## config.mk

```make
export PLATFORM = sky130hd
export DESIGN_NAME = gp9001_gfx_fetch
export DESIGN_NICKNAME = d
export VERILOG_FILES = /design/src/rtl/gp9001_gfx_pkg.sv /design/src/rtl/gfx_rr_arbiter.sv /design/src/rtl/gp9001_gfx_fetch.sv
export SDC_FILE = /design/constraint.sdc
export NUM_CORES = 1
export LEC_CHECK = 0
export ABC_AREA = 1
export BUFFER_PORTS_ARGS = -buffer_cell sky130_fd_sc_hd__buf_2
export CAP_MARGIN = 0
export CELL_PAD_IN_SITES_DETAIL_PLACEMENT = 1
export CELL_PAD_IN_SITES_GLOBAL_PLACEMENT = 1
export CORE_UTILIZATION = 37
export DETAILED_ROUTE_END_ITERATION = 8
export PLACE_DENSITY = 0.91
export SLEW_MARGIN = 5
export SYNTH_ARGS = -nofsm -noshare
export SYNTH_HDL_FRONTEND = slang
export SYNTH_SLANG_ARGS = --single-unit
export TNS_END_PERCENT = 20
```

## constraint.sdc

```tcl
create_clock -name CLK96 -period 11.8 [get_ports CLK96]
set_input_delay 1.77 -clock CLK96 [delete_from_list [all_inputs] [get_ports CLK96]]
set_output_delay 1.77 -clock CLK96 [all_outputs]
set_load 0.01 [all_outputs]
```

## src/rtl/gp9001_gfx_pkg.sv

```systemverilog
// gp9001_gfx_pkg
//   Shared definitions for the GP9001 graphics fetch engine:
//   - fetch_state_e : engine FSM states
//   - gfx_decode    : raw 32-bit ROM word -> eight packed 4-bit pixels
//   - address widths (24-bit byte, 22-bit 16-bit-word) and the
//     tile/bank shift amounts used to build the ROM byte address.
package gp9001_gfx_pkg;

  localparam int BYTE_AW    = 24;
  localparam int WORD_AW    = 22;
  localparam int TILE_SHIFT = 5;
  localparam int BANK_SHIFT = 19;

  typedef enum logic [1:0] {
    ST_IDLE = 2'd0,
    ST_WAIT = 2'd1,
    ST_DONE = 2'd2
  } fetch_state_e;

  // Pixel k takes one bit from each of the four ROM bit-planes, MSB first;
  // pixel k lands in nibble k, so byte i = {pixel 2i+1, pixel 2i}.
  function automatic logic [31:0] gfx_decode(input logic [31:0] dout);
    logic [7:0]  pa;
    logic [7:0]  pb;
    logic [7:0]  pc;
    logic [7:0]  pd;
    logic [31:0] res;
    pa  = dout[15:8];
    pb  = dout[7:0];
    pc  = dout[31:24];
    pd  = dout[23:16];
    res = 32'd0;
    for (int k = 0; k < 8; k++) begin
      res[4*k +: 4] = {pd[7-k], pb[7-k], pc[7-k], pa[7-k]};
    end
    return res;
  endfunction

endpackage

```

## src/rtl/gfx_rr_arbiter.sv

```systemverilog
// gfx_rr_arbiter
//   Combinational round-robin arbiter.
//   Ports:
//     req [NCH] : request vector
//     ptr [NCH] : one-hot index of the last granted channel
//     gnt [NCH] : one-hot grant (all zero when nothing requests)
//   The first requester strictly after ptr wins, wrapping around to bit 0.
module gfx_rr_arbiter #(
  parameter int NCH = 4
) (
  input  logic [NCH-1:0] req,
  input  logic [NCH-1:0] ptr,
  output logic [NCH-1:0] gnt
);

  localparam logic [NCH-1:0] LSB_V = NCH'(1'b1);

  logic [NCH-1:0] hi_mask_s;
  logic [NCH-1:0] req_hi_s;
  logic [NCH-1:0] pick_s;

  // Mask off requests at or below the pointer; when ptr is the top bit the
  // shift overflows to zero and the mask is empty, giving a clean wrap.
  always_comb begin
    hi_mask_s = ~((ptr << 1) - LSB_V);
    req_hi_s  = req & hi_mask_s;
    if (req_hi_s != '0) begin
      pick_s = req_hi_s;
    end else begin
      pick_s = req;
    end
    gnt = pick_s & (~pick_s + LSB_V);
  end

endmodule

```

## src/rtl/gp9001_gfx_fetch.sv

```systemverilog
// gp9001_gfx_fetch
//   Shared tile-graphics fetch engine: NCH requesters share one SDRAM path
//   split into two 8 MB halves. Each grant builds a byte address from the
//   object bank, tile number and offset, reads one 32-bit ROM word and
//   returns it decoded into eight 4-bit pixels.
//   Ports:
//     CLK96, RESET96          : clock, async active-high reset
//     BANK_SLOT/DIN/WR        : object-bank register write
//     REQ_CS/TILE/OFFS/BANK   : per-channel request level and address fields
//     REQ_DATA, REQ_OK        : per-channel decoded word and completion pulse
//     SD_CS, SD_OK            : SDRAM half select / data valid
//     SD0_ADDR/DOUT, SD1_*    : word address and data per half
//   Build option: define GFX_FETCH_CACHE_EN for a one-entry decoded-word
//   cache per channel, invalidated by any bank write.
module gp9001_gfx_fetch
  import gp9001_gfx_pkg::*;
#(
  parameter int NCH    = 4,
  parameter int NSLOT  = 8,
  parameter int BANK_W = 4
) (
  input  logic                     CLK96,
  input  logic                     RESET96,
  input  logic [$clog2(NSLOT)-1:0] BANK_SLOT,
  input  logic [15:0]              BANK_DIN,
  input  logic                     BANK_WR,
  input  logic [NCH-1:0]           REQ_CS,
  input  logic [NCH*15-1:0]        REQ_TILE,
  input  logic [NCH*16-1:0]        REQ_OFFS,
  input  logic [NCH*4-1:0]         REQ_BANK,
  output logic [NCH*32-1:0]        REQ_DATA,
  output logic [NCH-1:0]           REQ_OK,
  output logic [1:0]               SD_CS,
  input  logic [1:0]               SD_OK,
  output logic [WORD_AW-1:0]       SD0_ADDR,
  output logic [WORD_AW-1:0]       SD1_ADDR,
  input  logic [31:0]              SD0_DOUT,
  input  logic [31:0]              SD1_DOUT
);

  localparam logic [NCH-1:0] PTR_RST = NCH'(1'b1) << (NCH - 1);

  logic [BANK_W-1:0]  bank_r [NSLOT];
  fetch_state_e       state_r, state_nxt_s;
  logic [NCH-1:0]     ptr_r, ptr_nxt_s, gnt_s, gnt_r, gnt_nxt_s, eligible_s;
  logic [NCH-1:0]     served_r, served_set_s, req_ok_r, req_ok_nxt_s, wr_en_s;
  logic               half_r, half_nxt_s, any_gnt_s, sd_done_s, hit_s;
  logic [1:0]         sd_cs_r, sd_cs_nxt_s;
  logic [WORD_AW-1:0] sd0_addr_r, sd1_addr_r, sd0_addr_nxt_s, sd1_addr_nxt_s;
  logic [31:0]        data_r [NCH];
  logic [31:0]        wr_data_s, hit_data_s;
  logic [14:0]        sel_tile_s;
  logic [15:0]        sel_offs_s;
  logic [3:0]         sel_bank_s;
  logic [BANK_W-1:0]  bank_val_s;
  logic [BYTE_AW-1:0] addr_s;
  logic               unused_bits_s;

  assign unused_bits_s = ^{BANK_DIN[15:BANK_W], addr_s[0]};

  assign eligible_s = REQ_CS & ~served_r;
  assign any_gnt_s  = |gnt_s;
  assign sd_done_s  = (state_r == ST_WAIT) && SD_OK[half_r];

  gfx_rr_arbiter #(.NCH(NCH)) u_arb (
    .req (eligible_s),
    .ptr (ptr_r),
    .gnt (gnt_s)
  );

  // Object-bank register file
  always_ff @(posedge CLK96 or posedge RESET96) begin
    if (RESET96) begin
      for (int s = 0; s < NSLOT; s++) bank_r[s] <= '0;
    end else if (BANK_WR) begin
      bank_r[BANK_SLOT] <= BANK_DIN[BANK_W-1:0];
    end
  end

  // Select the granted channel's fields and build its ROM byte address
  always_comb begin
    sel_tile_s = 15'd0;
    sel_offs_s = 16'd0;
    sel_bank_s = 4'd0;
    bank_val_s = '0;
    for (int i = 0; i < NCH; i++) begin
      sel_tile_s = sel_tile_s | (REQ_TILE[15*i +: 15] & {15{gnt_s[i]}});
      sel_offs_s = sel_offs_s | (REQ_OFFS[16*i +: 16] & {16{gnt_s[i]}});
      sel_bank_s = sel_bank_s | (REQ_BANK[4*i +: 4]   & {4{gnt_s[i]}});
    end
    // Slot indices beyond NSLOT read as zero
    for (int s = 0; s < NSLOT; s++) begin
      bank_val_s = bank_val_s | (bank_r[s] & {BANK_W{sel_bank_s == 4'(s)}});
    end
    addr_s = ({{(BYTE_AW-BANK_W){1'b0}}, bank_val_s} << BANK_SHIFT)
           + ({9'd0, sel_tile_s} << TILE_SHIFT)
           + {8'd0, sel_offs_s};
  end

`ifdef GFX_FETCH_CACHE_EN
  logic [BYTE_AW-1:0] tag_r   [NCH];
  logic [31:0]        cdata_r [NCH];
  logic [NCH-1:0]     cvalid_r;
  logic [BYTE_AW-1:0] addr_r;

  // Cache lookup for the channel being granted
  always_comb begin
    hit_s      = 1'b0;
    hit_data_s = 32'd0;
    for (int i = 0; i < NCH; i++) begin
      if (gnt_s[i] && cvalid_r[i] && (tag_r[i] == addr_s)) begin
        hit_s      = 1'b1;
        hit_data_s = cdata_r[i];
      end else begin
        hit_s      = hit_s;
        hit_data_s = hit_data_s;
      end
    end
  end

  // Cache fill on SDRAM completion; a bank write drops every entry
  always_ff @(posedge CLK96 or posedge RESET96) begin
    if (RESET96) begin
      cvalid_r <= '0;
      addr_r   <= '0;
      for (int i = 0; i < NCH; i++) begin
        tag_r[i]   <= '0;
        cdata_r[i] <= 32'd0;
      end
    end else begin
      if ((state_r == ST_IDLE) && any_gnt_s) addr_r <= addr_s;
      for (int i = 0; i < NCH; i++) begin
        if (BANK_WR) begin
          cvalid_r[i] <= 1'b0;
        end else if (sd_done_s && gnt_r[i]) begin
          cvalid_r[i] <= 1'b1;
          tag_r[i]    <= addr_r;
          cdata_r[i]  <= wr_data_s;
        end
      end
    end
  end
`else
  assign hit_s      = 1'b0;
  assign hit_data_s = 32'd0;
`endif

  // FSM state register
  always_ff @(posedge CLK96 or posedge RESET96) begin
    if (RESET96) state_r <= ST_IDLE;
    else         state_r <= state_nxt_s;
  end

  // FSM next-state logic
  always_comb begin
    state_nxt_s = state_r;
    case (state_r)
      ST_IDLE: begin
        if (any_gnt_s) state_nxt_s = hit_s ? ST_DONE : ST_WAIT;
        else           state_nxt_s = ST_IDLE;
      end
      ST_WAIT: begin
        if (sd_done_s) state_nxt_s = ST_DONE;
        else           state_nxt_s = ST_WAIT;
      end
      ST_DONE: state_nxt_s = ST_IDLE;
      default: state_nxt_s = ST_IDLE;
    endcase
  end

  // FSM output logic: next values of all registered outputs
  always_comb begin
    gnt_nxt_s      = gnt_r;
    ptr_nxt_s      = ptr_r;
    half_nxt_s     = half_r;
    sd_cs_nxt_s    = sd_cs_r;
    sd0_addr_nxt_s = sd0_addr_r;
    sd1_addr_nxt_s = sd1_addr_r;
    req_ok_nxt_s   = '0;
    wr_en_s        = '0;
    wr_data_s      = 32'd0;
    served_set_s   = '0;
    case (state_r)
      ST_IDLE: begin
        if (any_gnt_s) begin
          gnt_nxt_s  = gnt_s;
          ptr_nxt_s  = gnt_s;
          half_nxt_s = addr_s[BYTE_AW-1];
          if (hit_s) begin
            req_ok_nxt_s = gnt_s;
            wr_en_s      = gnt_s;
            wr_data_s    = hit_data_s;
            served_set_s = gnt_s;
            sd_cs_nxt_s  = 2'b00;
          end else if (addr_s[BYTE_AW-1]) begin
            sd_cs_nxt_s    = 2'b10;
            sd1_addr_nxt_s = addr_s[BYTE_AW-2:1];
          end else begin
            sd_cs_nxt_s    = 2'b01;
            sd0_addr_nxt_s = addr_s[BYTE_AW-2:1];
          end
        end else begin
          sd_cs_nxt_s = 2'b00;
        end
      end
      ST_WAIT: begin
        // The access always completes; a dropped REQ_CS only hides REQ_OK
        if (sd_done_s) begin
          sd_cs_nxt_s  = 2'b00;
          wr_en_s      = gnt_r;
          wr_data_s    = gfx_decode(half_r ? SD1_DOUT : SD0_DOUT);
          req_ok_nxt_s = gnt_r & REQ_CS;
          served_set_s = gnt_r;
        end else begin
          sd_cs_nxt_s = sd_cs_r;
        end
      end
      ST_DONE: sd_cs_nxt_s = 2'b00;
      default: sd_cs_nxt_s = 2'b00;
    endcase
  end

  // Output and bookkeeping registers
  always_ff @(posedge CLK96 or posedge RESET96) begin
    if (RESET96) begin
      ptr_r      <= PTR_RST;
      gnt_r      <= '0;
      half_r     <= 1'b0;
      sd_cs_r    <= 2'b00;
      sd0_addr_r <= '0;
      sd1_addr_r <= '0;
      req_ok_r   <= '0;
      served_r   <= '0;
      for (int i = 0; i < NCH; i++) data_r[i] <= 32'd0;
    end else begin
      ptr_r      <= ptr_nxt_s;
      gnt_r      <= gnt_nxt_s;
      half_r     <= half_nxt_s;
      sd_cs_r    <= sd_cs_nxt_s;
      sd0_addr_r <= sd0_addr_nxt_s;
      sd1_addr_r <= sd1_addr_nxt_s;
      req_ok_r   <= req_ok_nxt_s;
      // served sticks until REQ_CS drops, giving one REQ_OK per assertion
      served_r   <= REQ_CS & (served_r | served_set_s);
      for (int i = 0; i < NCH; i++) begin
        if (wr_en_s[i]) data_r[i] <= wr_data_s;
      end
    end
  end

  assign SD_CS    = sd_cs_r;
  assign SD0_ADDR = sd0_addr_r;
  assign SD1_ADDR = sd1_addr_r;
  assign REQ_OK   = req_ok_r;

  for (genvar gi = 0; gi < NCH; gi++) begin : g_data
    assign REQ_DATA[32*gi +: 32] = data_r[gi];
  end

endmodule
```

* Word-level counts from Yosys, hierarchy flattened
Cells that the tools add are included.
Word-level totals: output and inout port bits 178, bits in read-only memories 0, register bits 224, memories kept 0, bits in latches 0, word-level logic and storage cells 113, memory bits (writable) 0
Operators by class: muxes and demuxes 20, divide/modulo/power cells 0, shift-type cells 0, multiply operators 0, $add $sub $neg 4, equality and inequality tests 9, bitwise operators 47, reductions and logical operators 9, order comparisons 3
Operator list (number):
- 32-bit two-way mux | 3
- 4-bit bitwise AND | 17
- 16-bit bitwise AND | 4
- 15-bit bitwise AND | 4
- 16-bit bitwise OR | 3
- 15-bit bitwise OR | 3
- 4-bit bitwise OR | 11
- 32-bit bitwise mux | 1
- 23-bit by 20-bit adder with 24-bit output | 1
- 24-bit by 16-bit adder with 24-bit output | 1
- 4-bit two-way mux | 6
- 4-bit by 3-bit == test with 1-bit output (second input constant) | 4
- 4-bit demux with 3-bit select | 1
- 4-bit inverter | 3
- 4-bit by 2-bit == test with 1-bit output (second input constant) | 2
- 2-bit two-way mux | 4
- 2-bit one-hot mux with 2 select lines | 2
- 3-bit AND reduction | 2
- 4-bit by 1-bit adder with 4-bit output (second input constant) | 1
- 4-bit by 1-bit == test with 1-bit output (second input constant) | 1
- 4-bit greater-or-equal comparator (second input constant) | 1
- 4-bit logical NOT | 1
- 4-bit by 1-bit < comparator with 1-bit output (second input constant) | 1
- 3-bit inverter with 4-bit output | 1
- other kinds (11) | 14

* Longest topological paths before layout
depth in word-level cells 26, depth in mapped cells 33

* Hierarchy
A second synthesis with hierarchy kept.
Second synthesis, totals: cell total of the unflattened synthesis 1404, area, all modules 10946.7 µm²
By module, submodules not included:
- gp9001_gfx_fetch | instances 1, sequential area each 5556.6 µm², cells each 1377, area each 10804.1 µm²
- gfx_rr_arbiter | instances 1, sequential area each 0.0 µm², cells each 27, area each 142.6 µm²

* Worst setup path before layout
OpenSTA, ideal clock, no wires.
path kind input -> register, start point input port REQ_CS[3], end point register sd1_addr_r[21], in the netlist SD1_ADDR[21], path slack 6249 ps, stages 28, data arrival time 5433 ps, cells stage by stage inv_2 -> nor2_4 -> nand3_4 -> nand3_4 -> inv_4 -> nor2_1 -> clkbuf_1 -> buf_1 -> nand2_1 -> nand4_1 -> ha_1 -> inv_1 -> fa_1 -> nand3b_1 -> nand2_1 -> a21oi_1 -> o21ai_0 -> a21oi_1 -> o21bai_1 -> a21o_1 -> nand3_1 -> nand2_1 -> nand3_2 -> nor2_4 -> nand2_2 -> buf_2 -> nand2_1 -> nand2_1
On the way: longest elaborated chain between the ends 23, elaborated cells on any way between the ends 55, classes of those cells add/sub (3); eq/ne (7); mux (1); bitwise (40); reduce/logical (4)
Ends and longest elaborated chain:
- from (decl) | RTL line gp9001_gfx_fetch.sv:27 | input logic [NCH-1:0] REQ_CS,
- 4-bit bitwise AND * | RTL line gp9001_gfx_fetch.sv:61 | assign eligible_s = REQ_CS & ~served_r;
- 4-bit bitwise AND | RTL line gfx_rr_arbiter.sv:26 | req_hi_s = req & hi_mask_s;
- 4-bit nonzero test | RTL line gfx_rr_arbiter.sv:27 | if (req_hi_s != '0) begin
- 4-bit two-way mux * | RTL line gfx_rr_arbiter.sv:27
- 4-bit inverter | RTL line gfx_rr_arbiter.sv:32 | gnt = pick_s & (~pick_s + LSB_V);
- 4-bit by 1-bit adder with 4-bit output | RTL line gfx_rr_arbiter.sv:32
- 4-bit bitwise AND * | RTL line gfx_rr_arbiter.sv:32
- 4-bit bitwise AND | RTL line gp9001_gfx_fetch.sv:89 | sel_bank_s = sel_bank_s | (REQ_BANK[4*i +: 4] & {4{gnt_s[i]}});
- 4-bit bitwise OR (3 in a row) | RTL line gp9001_gfx_fetch.sv:89
- 4-bit by 1-bit == test with 1-bit output or 4-bit logical NOT (tied branches) | RTL line gp9001_gfx_fetch.sv:93 | bank_val_s = bank_val_s | (bank_r[s] & {BANK_W{sel_bank_s == 4'(s)}});
- 4-bit bitwise AND | RTL line gp9001_gfx_fetch.sv:93
- 4-bit bitwise OR (7 in a row) | RTL line gp9001_gfx_fetch.sv:93
- 23-bit by 20-bit adder with 24-bit output | RTL line gp9001_gfx_fetch.sv:96 | + ({9'd0, sel_tile_s} << TILE_SHIFT)
- 24-bit by 16-bit adder with 24-bit output | RTL line gp9001_gfx_fetch.sv:97 | + {8'd0, sel_offs_s};
- 3-bit AND reduction (no line)
- to (signal assigned) | RTL line gp9001_gfx_fetch.sv:241 | sd1_addr_r <= sd1_addr_nxt_s;
- to (decl) | RTL line gp9001_gfx_fetch.sv:49 | logic [WORD_AW-1:0] sd0_addr_r, sd1_addr_r, sd0_addr_nxt_s, sd1_addr_nxt_s;
Every way passes the cells marked *; elsewhere a longest branch is shown, timed or not. A chain may end at the register's enable or synchronous reset.

* Worst setup path after layout
start point input port REQ_CS[2], end point register sd0_addr_r[16], in the netlist SD0_ADDR[16]
On the way: longest elaborated chain between the ends 24, elaborated cells on any way between the ends 56, classes of those cells add/sub (3); eq/ne (7); mux (1); bitwise (41); reduce/logical (4)
Ends and longest elaborated chain:
- 4-bit bitwise AND * | RTL line gp9001_gfx_fetch.sv:61
- 4-bit bitwise AND | RTL line gfx_rr_arbiter.sv:26
- 4-bit nonzero test | RTL line gfx_rr_arbiter.sv:27
- 4-bit two-way mux * | RTL line gfx_rr_arbiter.sv:27
- 4-bit inverter | RTL line gfx_rr_arbiter.sv:32
- 4-bit by 1-bit adder with 4-bit output | RTL line gfx_rr_arbiter.sv:32
- 4-bit bitwise AND * | RTL line gfx_rr_arbiter.sv:32
- 4-bit bitwise AND | RTL line gp9001_gfx_fetch.sv:89
- 4-bit bitwise OR (3 in a row) | RTL line gp9001_gfx_fetch.sv:89
- 4-bit by 1-bit == test with 1-bit output or 4-bit logical NOT (tied branches) | RTL line gp9001_gfx_fetch.sv:93
- 4-bit bitwise AND | RTL line gp9001_gfx_fetch.sv:93
- 4-bit bitwise OR (7 in a row) | RTL line gp9001_gfx_fetch.sv:93
- 23-bit by 20-bit adder with 24-bit output | RTL line gp9001_gfx_fetch.sv:96
- 24-bit by 16-bit adder with 24-bit output | RTL line gp9001_gfx_fetch.sv:97
- 1-bit inverter (no line)
- 3-bit AND reduction (no line)
- to (signal assigned) | RTL line gp9001_gfx_fetch.sv:240 | sd0_addr_r <= sd0_addr_nxt_s;
- to (decl) | RTL line gp9001_gfx_fetch.sv:49
Marks and branches as above.

==> flow_summary.toml <==
[global_routing]
antenna_found_initial = 10
track_usage_pct = 26.0
grt_pass1_vias = 11400
grt-ovfl-total = 0
grt_first_pass_wirelength_microns = 59700
grt_max_degree = 140

[yosys]
synth_top_area_share_pct = 51.5
synth_area_leaders = "dfrtp_1 (51%), nand2_1 (27%), nand3_1 (4.1%)"
async_reset_ff_share_pct = 100
synth_largest_area_cell = "dfrtp_1"
synth_cell_types = 39
synth_commonest_cells = "nand2_1 (787), dfrtp_1 (221), nand3_1 (87)"
syn_area_per_cell_sq_um = 7.66
syn_nets = 1649
netlist_instances = 1403
synth_seq_area_share_pct = 51.5
yosysMostFrequentCell = "nand2_1"
synth-edff-count = 0
ys.warnings.count = 0
ys.flop_type = "dfrtp_1"
ys_ff_latch = 221
synthesis.area_sq_um = 10700

[pwr]
ir_drop_uv = 131
p_leak_nw = 8.11
cellPowerDensity_nw_per_um2 = 285

[critical_path]
path_max_fanout = 36
r2r_start = "ptr_r[0]$_DFFE_PP0P_"
endpoint = "SD0_ADDR[16]$_DFFE_PP0P_"
crit_buf_inv = 4
cp.required_ns = 12.22
r2r_setup_slack_ns = 5.53
crit_type = "in -> reg"
worstPathArrival_ns = 7.22
cp_num_cells = 26
crit_top_cell = "nand2_1"
cp_slowest_cell = "a221oi_1"
r2r_cells = 27
critPathLaunch = "REQ_CS[2]"
cp-end-kind = "flip-flop"
start_kind = "input port"
timing.rr.end = "SD0_ADDR[16]$_DFFE_PP0P_"
critPathMaxStageDelay_ns = 0.74
crit_family = "simple AND/OR/NAND/NOR gates"

[route]
wirelength_microns = 39600
drt-vias-per-instance = 5.01
vias = 11000
drt_iter0_markers = 483
drt.antenna.violating_nets = 0
drt_pass1_iterations = 5
wl_per_cell_microns = 18.1
drcViolationCount = 0

[timing]
grt_setup_unrepaired = "no"
slew_viol_final = 0
slew_headroom_pct = 28.1
min_period_ns = 6.81
setup_viol = 0
fmax_ghz = 0.147
fin_skew_ns = 0.0267
worst_slew_pin_slew_ns = 1.08
fin_setup_tns_ns = 0
fin_crit_sh_pct = 57.7
finalHoldViolCount = 0

[place]
portBuffers = 393
place_inst = 2135
gp_congestion = 0.802
dpl.hpwl_microns = 27900
place_area_sq_um = 13000

[die]
dieHeight_microns = 172
io_pins = 410
die_w_microns = 172
rows = 62
die_area_sq_um = 29700
start_util_pct = 37.5
core_sq_um = 28600

[clock_tree]
numClockSinks = 221
clkSlewWorstSetupHoldPaths_ns = 0.07
cts_buffer_depth = 3
root_buffer = "clkbuf_16"
ctsResizeCount = 0
clk_latency_ns = 0.56
htreeDepth = 1
ctsHoldBuffers = 0
cts_buffers = 26
cts_tree = "built"
post-cts-setup-buffers = 0

[worst_hold_path]
min_path_type = "reg -> reg"
holdPathStages = 2

[layout]
final_cells = 2189
finalInstanceArea_sq_um = 14000
drive_above_1_share_pct = 27.5
utilization_pct = 48.9
nets = 2025
area_delta_synth_final_pct = 30.3

[run_status]
status = "completed"

[job]
max-cap-violations = 0
metrics by stage:
stage	hold slack, ns	total power [mW]	setup WS [ns]
2_1_floorplan	0.453	2.43	3.98
3_3_place_gp	0.449	3.01	4.61
3_5_place_dp	0.453	3.11	4.41
4_1_cts	0.470	4.02	4.94
5_1_grt	0.488	4.28	4.50
6_report	0.468	3.99	4.99
sequential cells by signal, summed over array words and instances (netlist names), 2 cells and up:
register	count
SD1_ADDR	22
gnt_r	2
REQ_DATA	128
SD0_ADDR	22
bank_r	32
SD_CS	2
REQ_OK	4
state_r	2
ptr_r	2
served_r	4
layout make-up:
class                           instances  area, sq um
Multi-Input combinational cell       1067         4740
Inverter                               57          224
Clock buffer                           34          741
Timing Repair Buffer                  406         2060
Sequential cell                       221         5530
Clock inverter                         14          204
Fill cell                            3695        14600
Tap cell                              384          480
Antenna cell                            6         15.0
cell usage in the layout (no fill, tap or decap), types with 6 or more instances in the layout:
cell and count:
a21oi_1 15, buf_2 393, buf_4 13, clkbuf_16 26, clkbuf_8 6, clkinv_1 6, clkinv_2 6, dfrtp_1 221
diode_2 6, ha_1 13, inv_1 43, inv_2 6, nand2_1 787, nand2_2 7, nand3_1 87, nand4_1 33
nor2_1 31, nor2_4 9, o21ai_0 34, xnor2_1 6, xor2_1 8
routing by layer:
layer  share of wire, %  vias to the layer above  GRT usage, %
met3                6.4                      113          5.15
met4                5.0                        8          13.9
met2                 50                      355          47.1
li1                   -                     5152             -
met5               0.13                        -             0
met1                 39                     5339          28.7
tightest hold or removal path, cell delays in order, from the launching register on:
cell,delay [ns]
dfrtp_1,0.34
nand2_1,0.05
nand2_1,0.05
where the power goes:
| group | switching (mW) | leakage [nW] | internal (mW) |
|---|---|---|---|
| Combinational | 1.27 | 4.82 | 0.652 |
| Sequential | 0.156 | 2.83 | 1.04 |
| Clock | 0.343 | 0.462 | 0.532 |
| Total | 1.77 | 8.11 | 2.22 |
cell families (layout without fill, tap and decap cells):
family | count (synthesis) | after routing | synth area share [%]
buffers and inverters | 115 | 511 | 4.51
AO/OA/AOI/OAI | 63 | 63 | 3.25
flip-flops | 221 | 221 | 51.5
adder cells (fa/ha/maj) | 14 | 14 | 1.70
AND/OR/NAND/NOR | 976 | 976 | 37.9
XOR/XNOR | 14 | 14 | 1.14
other | 0 | 6 | 0
worst min-delay path by stage:
stage,slack (ns),endpoint,startpoint
6_report,0.47,SD1_ADDR[21]$_DFFE_PP0P_,SD1_ADDR[21]$_DFFE_PP0P_
5_1_grt,0.49,SD1_ADDR[21]$_DFFE_PP0P_,SD1_ADDR[21]$_DFFE_PP0P_
4_1_cts,0.47,SD1_ADDR[4]$_DFFE_PP0P_,SD1_ADDR[4]$_DFFE_PP0P_
3_5_place_dp,0.45,SD1_ADDR[4]$_DFFE_PP0P_,SD1_ADDR[4]$_DFFE_PP0P_
3_3_place_gp,0.45,REQ_DATA[76]$_DFFE_PP0P_,REQ_DATA[76]$_DFFE_PP0P_
2_1_floorplan,0.45,gnt_r[3]$_DFFE_PP0P_,gnt_r[3]$_DFFE_PP0P_
No activity file was read; power rests on OpenSTA's default activity.
